File: src/rtl/pixel_stream_reader_if.sv
// Bundle of the block-FIFO read port, test-pattern controls and pixel output
// port of pixel_stream_reader; master is the reader, slave is its environment.
interface pixel_stream_reader_if #(
  parameter int CHANNELS      = 3,
  parameter int CHANNEL_WIDTH = 8,
  parameter int SIZE_WIDTH    = 24
);
  localparam int PW = CHANNELS * CHANNEL_WIDTH;

  logic                  i_read_rdy;
  logic                  o_read_act;
  logic [SIZE_WIDTH-1:0] i_read_size;
  logic [PW:0]           i_read_data;
  logic                  o_read_stb;
  logic [1:0]            i_tp_mode;
  logic [CHANNELS-1:0]   i_tp_mask;
  logic [PW-1:0]         o_pixel;
  logic                  o_pixel_last;
  logic                  o_pixel_rdy;
  logic                  i_pixel_stb;
  logic [SIZE_WIDTH-1:0] o_count;

  modport master (
    input  i_read_rdy, i_read_size, i_read_data, i_tp_mode, i_tp_mask, i_pixel_stb,
    output o_read_act, o_read_stb, o_pixel, o_pixel_last, o_pixel_rdy, o_count
  );

  modport slave (
    output i_read_rdy, i_read_size, i_read_data, i_tp_mode, i_tp_mask, i_pixel_stb,
    input  o_read_act, o_read_stb, o_pixel, o_pixel_last, o_pixel_rdy, o_count
  );
endinterface

File: src/rtl/pixel_stream_reader.sv
// Drains pixel blocks from a first-word-fall-through FIFO, or generates solid/ramp
// test patterns, onto a registered one-pixel-per-cycle ready/strobe output.
//
// state | meaning
// IDLE  | no block owned; waiting for a test mode or a FIFO block
// FIFO  | owning a FIFO block; popping words until r_size are loaded
// TP    | generating r_size test-pattern pixels, FIFO untouched
module pixel_stream_reader #(
  parameter int CHANNELS      = 3,
  parameter int CHANNEL_WIDTH = 8,
  parameter int SIZE_WIDTH    = 24
) (
  input logic                   clk,
  input logic                   rst_n,
  pixel_stream_reader_if.master bus
);
  localparam int PW = CHANNELS * CHANNEL_WIDTH;

  typedef enum logic [1:0] {IDLE, FIFO, TP} state_t;

  state_t                   state;
  logic [SIZE_WIDTH-1:0]    r_size;
  logic [1:0]               r_mode;
  logic                     load;
  logic [CHANNEL_WIDTH-1:0] ramp;
  logic [PW-1:0]            tp_pixel;
  logic [PW-1:0]            src_pixel;
  logic                     src_last;

  assign load = (state != IDLE) && (bus.o_count < r_size) &&
                (!bus.o_pixel_rdy || bus.i_pixel_stb);
  assign bus.o_read_stb = load && (state == FIFO);
  assign ramp = CHANNEL_WIDTH'(bus.o_count);

  // Mask is applied live so it can be changed while a pattern is running.
  always_comb begin
    tp_pixel = '0;
    for (int c = 0; c < CHANNELS; c++) begin
      if (bus.i_tp_mask[c])
        tp_pixel[c*CHANNEL_WIDTH +: CHANNEL_WIDTH] =
          (r_mode == 2'd2) ? ramp : {CHANNEL_WIDTH{1'b1}};
    end
    if (state == FIFO) begin
      src_pixel = bus.i_read_data[PW-1:0];
      src_last  = bus.i_read_data[PW];
    end else begin
      src_pixel = tp_pixel;
      src_last  = (bus.o_count == r_size - SIZE_WIDTH'(1));
    end
  end

  always_ff @(posedge clk or negedge rst_n) begin
    if (!rst_n) begin
      state            <= IDLE;
      r_size           <= '0;
      r_mode           <= '0;
      bus.o_read_act   <= 1'b0;
      bus.o_pixel      <= '0;
      bus.o_pixel_last <= 1'b0;
      bus.o_pixel_rdy  <= 1'b0;
      bus.o_count      <= '0;
    end else begin
      case (state)
        IDLE: begin
          if (bus.i_tp_mode != 2'd0) begin
            r_size      <= bus.i_read_size;
            r_mode      <= bus.i_tp_mode;
            bus.o_count <= '0;
            state       <= TP;
          end else if (bus.i_read_rdy) begin
            r_size         <= bus.i_read_size;
            bus.o_count    <= '0;
            bus.o_read_act <= 1'b1;
            state          <= FIFO;
          end
        end
        FIFO, TP: begin
          if (bus.o_count == r_size) begin
            bus.o_read_act <= 1'b0;
            state          <= IDLE;
          end
        end
        default: state <= IDLE;
      endcase

      // Output handshake finishes on its own even after the block is released.
      if (load) begin
        bus.o_pixel      <= src_pixel;
        bus.o_pixel_last <= src_last;
        bus.o_pixel_rdy  <= 1'b1;
        bus.o_count      <= bus.o_count + SIZE_WIDTH'(1);
      end else if (bus.o_pixel_rdy && bus.i_pixel_stb) begin
        bus.o_pixel_rdy <= 1'b0;
      end
    end
  end
endmodule

File: src/flat_wrapper.sv
// flat-port wrapper written by rule: the top's interface ports become plain ports
module pixel_stream_reader_flat 
#(
  parameter int CHANNELS      = 3,
  parameter int CHANNEL_WIDTH = 8,
  parameter int SIZE_WIDTH    = 24
)
  (clk, rst_n, bus_i_read_rdy, bus_i_read_size, bus_i_read_data, bus_i_tp_mode, bus_i_tp_mask, bus_i_pixel_stb, bus_o_read_act, bus_o_read_stb, bus_o_pixel, bus_o_pixel_last, bus_o_pixel_rdy, bus_o_count);
  pixel_stream_reader_if #(.CHANNELS(CHANNELS), .CHANNEL_WIDTH(CHANNEL_WIDTH), .SIZE_WIDTH(SIZE_WIDTH)) bus_i ();
  input logic clk;
  input logic rst_n;
  input wire logic [$bits(bus_i.i_read_rdy)-1:0] bus_i_read_rdy;
  input wire logic [$bits(bus_i.i_read_size)-1:0] bus_i_read_size;
  input wire logic [$bits(bus_i.i_read_data)-1:0] bus_i_read_data;
  input wire logic [$bits(bus_i.i_tp_mode)-1:0] bus_i_tp_mode;
  input wire logic [$bits(bus_i.i_tp_mask)-1:0] bus_i_tp_mask;
  input wire logic [$bits(bus_i.i_pixel_stb)-1:0] bus_i_pixel_stb;
  output wire logic [$bits(bus_i.o_read_act)-1:0] bus_o_read_act;
  output wire logic [$bits(bus_i.o_read_stb)-1:0] bus_o_read_stb;
  output wire logic [$bits(bus_i.o_pixel)-1:0] bus_o_pixel;
  output wire logic [$bits(bus_i.o_pixel_last)-1:0] bus_o_pixel_last;
  output wire logic [$bits(bus_i.o_pixel_rdy)-1:0] bus_o_pixel_rdy;
  output wire logic [$bits(bus_i.o_count)-1:0] bus_o_count;
  assign bus_i.i_read_rdy = bus_i_read_rdy;
  assign bus_i.i_read_size = bus_i_read_size;
  assign bus_i.i_read_data = bus_i_read_data;
  assign bus_i.i_tp_mode = bus_i_tp_mode;
  assign bus_i.i_tp_mask = bus_i_tp_mask;
  assign bus_i.i_pixel_stb = bus_i_pixel_stb;
  assign bus_o_read_act = bus_i.o_read_act;
  assign bus_o_read_stb = bus_i.o_read_stb;
  assign bus_o_pixel = bus_i.o_pixel;
  assign bus_o_pixel_last = bus_i.o_pixel_last;
  assign bus_o_pixel_rdy = bus_i.o_pixel_rdy;
  assign bus_o_count = bus_i.o_count;
  pixel_stream_reader #(.CHANNELS(CHANNELS), .CHANNEL_WIDTH(CHANNEL_WIDTH), .SIZE_WIDTH(SIZE_WIDTH)) u_core (.clk(clk), .rst_n(rst_n), .bus(bus_i));
endmodule
File: config.mk
export PLATFORM = sky130hd
export DESIGN_NAME = pixel_stream_reader_flat
export DESIGN_NICKNAME = d
export VERILOG_FILES = /design/src/rtl/pixel_stream_reader_if.sv /design/src/rtl/pixel_stream_reader.sv /design/src/flat_wrapper.sv
export SDC_FILE = /design/constraint.sdc
export NUM_CORES = 1
export LEC_CHECK = 0
export CELL_PAD_IN_SITES_DETAIL_PLACEMENT = 0
export CELL_PAD_IN_SITES_GLOBAL_PLACEMENT = 2
export CORE_ASPECT_RATIO = 0.5
export CORE_UTILIZATION = 30
export DETAILED_ROUTE_END_ITERATION = 7
export PLACE_DENSITY_LB_ADDON = 0.15
export SLEW_MARGIN = 20
export SYNTH_ARGS = -nofsm -noshare
export SYNTH_HDL_FRONTEND = slang
export SYNTH_SLANG_ARGS = --single-unit
File: constraint.sdc
create_clock -name clk -period 4.96 [get_ports clk]
set_input_delay 1.488 -clock clk [delete_from_list [all_inputs] [get_ports clk]]
set_output_delay 1.488 -clock clk [all_outputs]
set_load 0.02 [all_outputs]
# [Word-level counts from Yosys, hierarchy flattened]
# Index checks and enable logic that the tools add are counted.
[totals] register_bits=79 wordCells=62 output_inout_bits=52
[classes] n_reduce_logical=20 addsub=2 n_lt_le_gt_ge=1 mux=22 eq_ne=9
[ops] operator="$mux W24" count=7
[ops] operator="$eq A24 B24 Y1" count=2
[ops] operator="$mux W8" count=4
[ops] operator="$add A24 B1 Y24 const B" count=1
[ops] operator="$lt A24 B24 Y1" count=1
[ops] operator="$sub A24 B1 Y24 const B" count=1
[ops] operator="$reduce_bool A2 Y1" count=6
[ops] operator="$reduce_and A2 Y1" count=4
[ops] operator="$mux W1" count=6
[ops] operator="$mux W2" count=3
[ops] operator="$eq A2 B2 Y1 const B" count=2
[ops] operator="$logic_and A1 B1 Y1" count=4
[ops] operator="$ne A2 B2 Y1 const B" count=2
[ops] operator="$pmux W2 S2" count=1
[ops] operator="$reduce_and A4 Y1" count=1
[ops] operator="$ne A3 B2 Y1 const B" count=1
[ops] operator="$reduce_bool A3 Y1" count=1
[ops] operator="$eq A2 B1 Y1 const B" count=1
[ops] operator="$logic_not A2 Y1" count=1
[ops] operator="$ne A2 B1 Y1 const B" count=1
[ops] operator="$pmux W1 S2" count=1
[ops] operator="$reduce_or A2 Y1" count=1
[ops] operator="$logic_not A1 Y1" count=1
[ops] operator="$logic_or A1 B1 Y1" count=1

# [Depth between registers and ports, before layout]
[logic_depth] ltp_word=5 ltp_mapped=11 ltp_nobuf=9

# [Worst setup path after synthesis]
# OpenSTA, ideal clock, no wires.
[synth_timing] kind="input -> output" startpoint="in bus_i_pixel_stb" endpoint="out bus_o_read_stb" n_path_buf=2 t_arrival_ns=2.859 path_stages=6 slack_ns=0.613 path_cell_list="nor2b_1 > nor4b_2 > nand2_1 > clkbuf_1 > clkbuf_1 > nor2_1"
[synth_between] elab_chain_len=3
[synth_rtl] element="start, declared" line="flat_wrapper.sv:17" rtl="input wire logic [$bits(bus_i.i_pixel_stb)-1:0] bus_i_pixel_stb;"
[synth_rtl] element="$logic_or A1 B1 Y1" line="pixel_stream_reader.sv:31" rtl="(!bus.o_pixel_rdy || bus.i_pixel_stb);"
[synth_rtl] element="$logic_and A1 B1 Y1" line="pixel_stream_reader.sv:30" rtl="assign load = (state != IDLE) && (bus.o_count < r_size) &&"
[synth_rtl] element="$logic_and A1 B1 Y1" line="pixel_stream_reader.sv:32" rtl="assign bus.o_read_stb = load && (state == FIFO);"
[synth_rtl] element="end, declared" line="flat_wrapper.sv:19" rtl="output wire logic [$bits(bus_i.o_read_stb)-1:0] bus_o_read_stb;"
# Every way passes these cells.

# [Final worst setup path]
# Same ends and word-level chain as after synthesis.

==> out/metrics.yaml <==
synth:
  syn-instance-count: 602
  synth_top_area_share_pct: 39.7
  yosys.area.top_type: "dfrtp_1"
  ys_types: 52
  syn_nets: 688
  synth-edff-count: 0
  yosysWarningCount: 0
  syn_area_um2: 4980
  async_flop_share_pct: 100
  seq_area_frac_synth_pct: 39.7
  synth_top_flop_cell: "dfrtp_1"
  synthTopCellsByArea: "dfrtp_1 (40%), nand2_1 (7.1%), ha_1 (7.0%), o21ai_0 (5.3%), a21oi_1 (4.2%)"
  ys_seq_elements: 79
  avgSynthCellArea_um2: 8.28
setup_path:
  crit_family: "buffers and inverters"
  path_cells: "clkdlybuf4s50_1, nor2b_1, nor4b_2, nand2_2, nor2_1, clkdlybuf4s50_1"
  worstPathMaxFanout: 2
  r2r_end: "u_core.bus.o_count[16]"
  crit_path_max_incr_delay_ns: 0.64
  rr_worst_depth: 9
  crit_path_start_kind: "primary input"
  ff2ff_setup_slack_ns: 1.73
  worstPathBufferInverterCount: 2
  slowest_stage: "clkdlybuf4s50_1"
  rr_startpoint: "u_core.bus.o_count[19]"
  critPathCaptureType: "output port"
  crit_start: "bus_i_pixel_stb"
  cp.depth: 6
  crit_required_ns: 3.47
  critPathKind: "primary input to output port"
  cp.arrival_ns: 3.35
  crit_end: "bus_o_read_stb"
  crit_top_cell: "clkdlybuf4s50_1"
grt:
  grt_max_degree: 68
  overflow: 0
  antenna_found_initial: 0
  grt_use_total_pct: 19.8
  grt_pass1_wl_mm: 25.7
  grt_pass1_vias: 4603
detailed_routing:
  wl_per_cell_um: 17.1
  drc: 0
  drt_first_iter_violations: 247
  num_vias: 4658
  ant_nets: 0
  drt-pass1-iter-count: 4
  drt-vias-per-instance: 5.00
  drt_wl_total_mm: 15.9
cells_and_area:
  final_nets: 792
  final_common_cell: "clkdlybuf4s50_1"
  finish.utilization_pct: 41.9
  area_growth_syn_to_layout_pct: 33.0
  final_layout_size_suffix_gt1_share_pct: 5.92
  fillerInstances: 1638
  multi_input_area_um2: 2770
  regArea_um2: 1980
  diodes: 0
  layout_common_cells: "clkdlybuf4s50_1 (108), nand2_1 (93), dfrtp_1 (79), o21ai_0 (53), nor2_1 (50)"
power_and_ir_drop:
  ir_drop_mv: 0.193
  power.static_leakage_nw: 2.86
  p_per_area_nw_per_um2: 530
clock_network:
  cts.sinks: 79
  cts.clk_slew.worst_paths_ns: 0.06
  cts_root_buf: "clkbuf_16"
  postCtsHoldBufs: 0
  clockBufferDepth: 2
  tritoncts: "done"
  htreeDepth: 3
  worstSkewPairLatency_ns: 0.34
  cts_buffers: 9
floorplan:
  fp.dieH_um: 93.2
  placementRows: 32
  ioPinCount: 110
  core_area_um2: 15800
  die_w_um: 184
  die-area_um2: 17200
  start_util_pct: 31.5
status:
  outcome: "finished clean"
place:
  port_buffers: 109
  gp_congestion: 0.809
  post-dp-hpwl_mm: 12.0
sta:
  fmax_ghz: 0.207
  period_share_pct: 97.6
  fin_hold_ws_ns: 0.475
  hold_violations: 0
  tightest_slew_ns: 0.864
  drv_slew: 0
  grt_setup_unrepaired: "false"
  skew_ns: 0.0127
  finalSetupViolations: 0
  period_needed_ns: 4.84
  setup_tns_ns: 0
  relSlewSlack_pct: 42.4
job:
  drv_cap: 0
min_path:
  worstHoldPathType: "register to register"
[kinds of logic (layout without fill, tap and decap cells)]
logic type	after synthesis	in the layout	share of synthesized area, %
flip-flops	79	79	39.7
AND/OR/NAND/NOR	231	231	22.1
AO/OA/AOI/OAI	162	162	19.7
adder cells (fa/ha/maj)	28	28	7.03
buffers and inverters	66	174	5.04
multiplexers	8	8	1.61
XOR/XNOR	28	28	4.92
[routing by layer]
metal	vias up	wire length [µm]	track usage, %
met4	0	71	3.75
met3	6	1250	7.63
met1	2196	8010	27.5
li1	2338	-	-
met5	-	0	0
met2	118	6610	28.9
[synth_stat cells, types with 5 or more instances]
library cell	count
a21o_1	7
a21oi_1	42
a31oi_1	9
and3_1	6
clkbuf_1	29
dfrtp_1	79
ha_1	28
inv_1	33
mux2i_1	8
nand2_1	94
nand3_1	15
nand4_1	21
nor2_1	51
nor3_1	8
o21ai_0	53
o21ai_1	13
o41ai_1	5
xnor2_1	14
xor2_1	14
[tightest hold or removal path, stage by stage, from the launching register on]
cell and delay, ns:
dfrtp_1 0.34, nand2_1 0.05, nand2_1 0.06
[metrics by stage]
step	area [µm²]	instances	power, mW	worst slack, ns
2_1_floorplan	4980	602	2.21	0.613
3_3_place_gp	6360	916	2.90	0.115
3_5_place_dp	6360	916	2.91	0.127
4_1_cts	6630	931	3.56	0.108
5_1_grt	6630	931	3.84	0.0697
6_report	6630	931	3.51	0.121
[sequential cells by signal, indices dropped and copies added (netlist names)]
name	count
u_core.bus.o_count	24
u_core.bus.o_read_act	1
u_core.state	2
u_core.bus.o_pixel_rdy	1
u_core.r_mode	2
u_core.r_size	24
u_core.bus.o_pixel	24
u_core.bus.o_pixel_last	1
[area by class of cell]
cell class	count	area share, %
clock buffers	12	3.72
clock inverters	3	0.302
inverters	33	1.87
multi-input cells	457	41.8
flip-flops and latches	79	29.8
well taps	221	4.17
repair buffers	126	18.3
[worst min path at each step]
stage                      from               end  slack, ns  cells past startpoint
2_1_floorplan  u_core.r_mode[0]  u_core.r_mode[0]       0.44                      2
4_1_cts        u_core.r_mode[0]  u_core.r_mode[0]       0.48                      2
5_1_grt        u_core.r_mode[0]  u_core.r_mode[0]       0.51                      2
6_report       u_core.r_mode[0]  u_core.r_mode[0]       0.47                      2
3_5_place_dp   u_core.r_mode[0]  u_core.r_mode[0]       0.46                      2
3_3_place_gp    u_core.state[1]   u_core.state[1]       0.45                      2
[where the power goes]
group / total, mW / internal, mW / switching [mW]
Sequential: 1.07 / 0.867 / 0.199
Clock: 0.628 / 0.350 / 0.278
Combinational: 1.82 / 0.697 / 1.12
Total: 3.51 / 1.91 / 1.60
[what timing repair did]
item                       in CTS  in global routing
gates resized for setup         0                  1
setup endpoints to repair       0                  1
setup buffers                   0                  0
(Power assumes the default switching activity.)
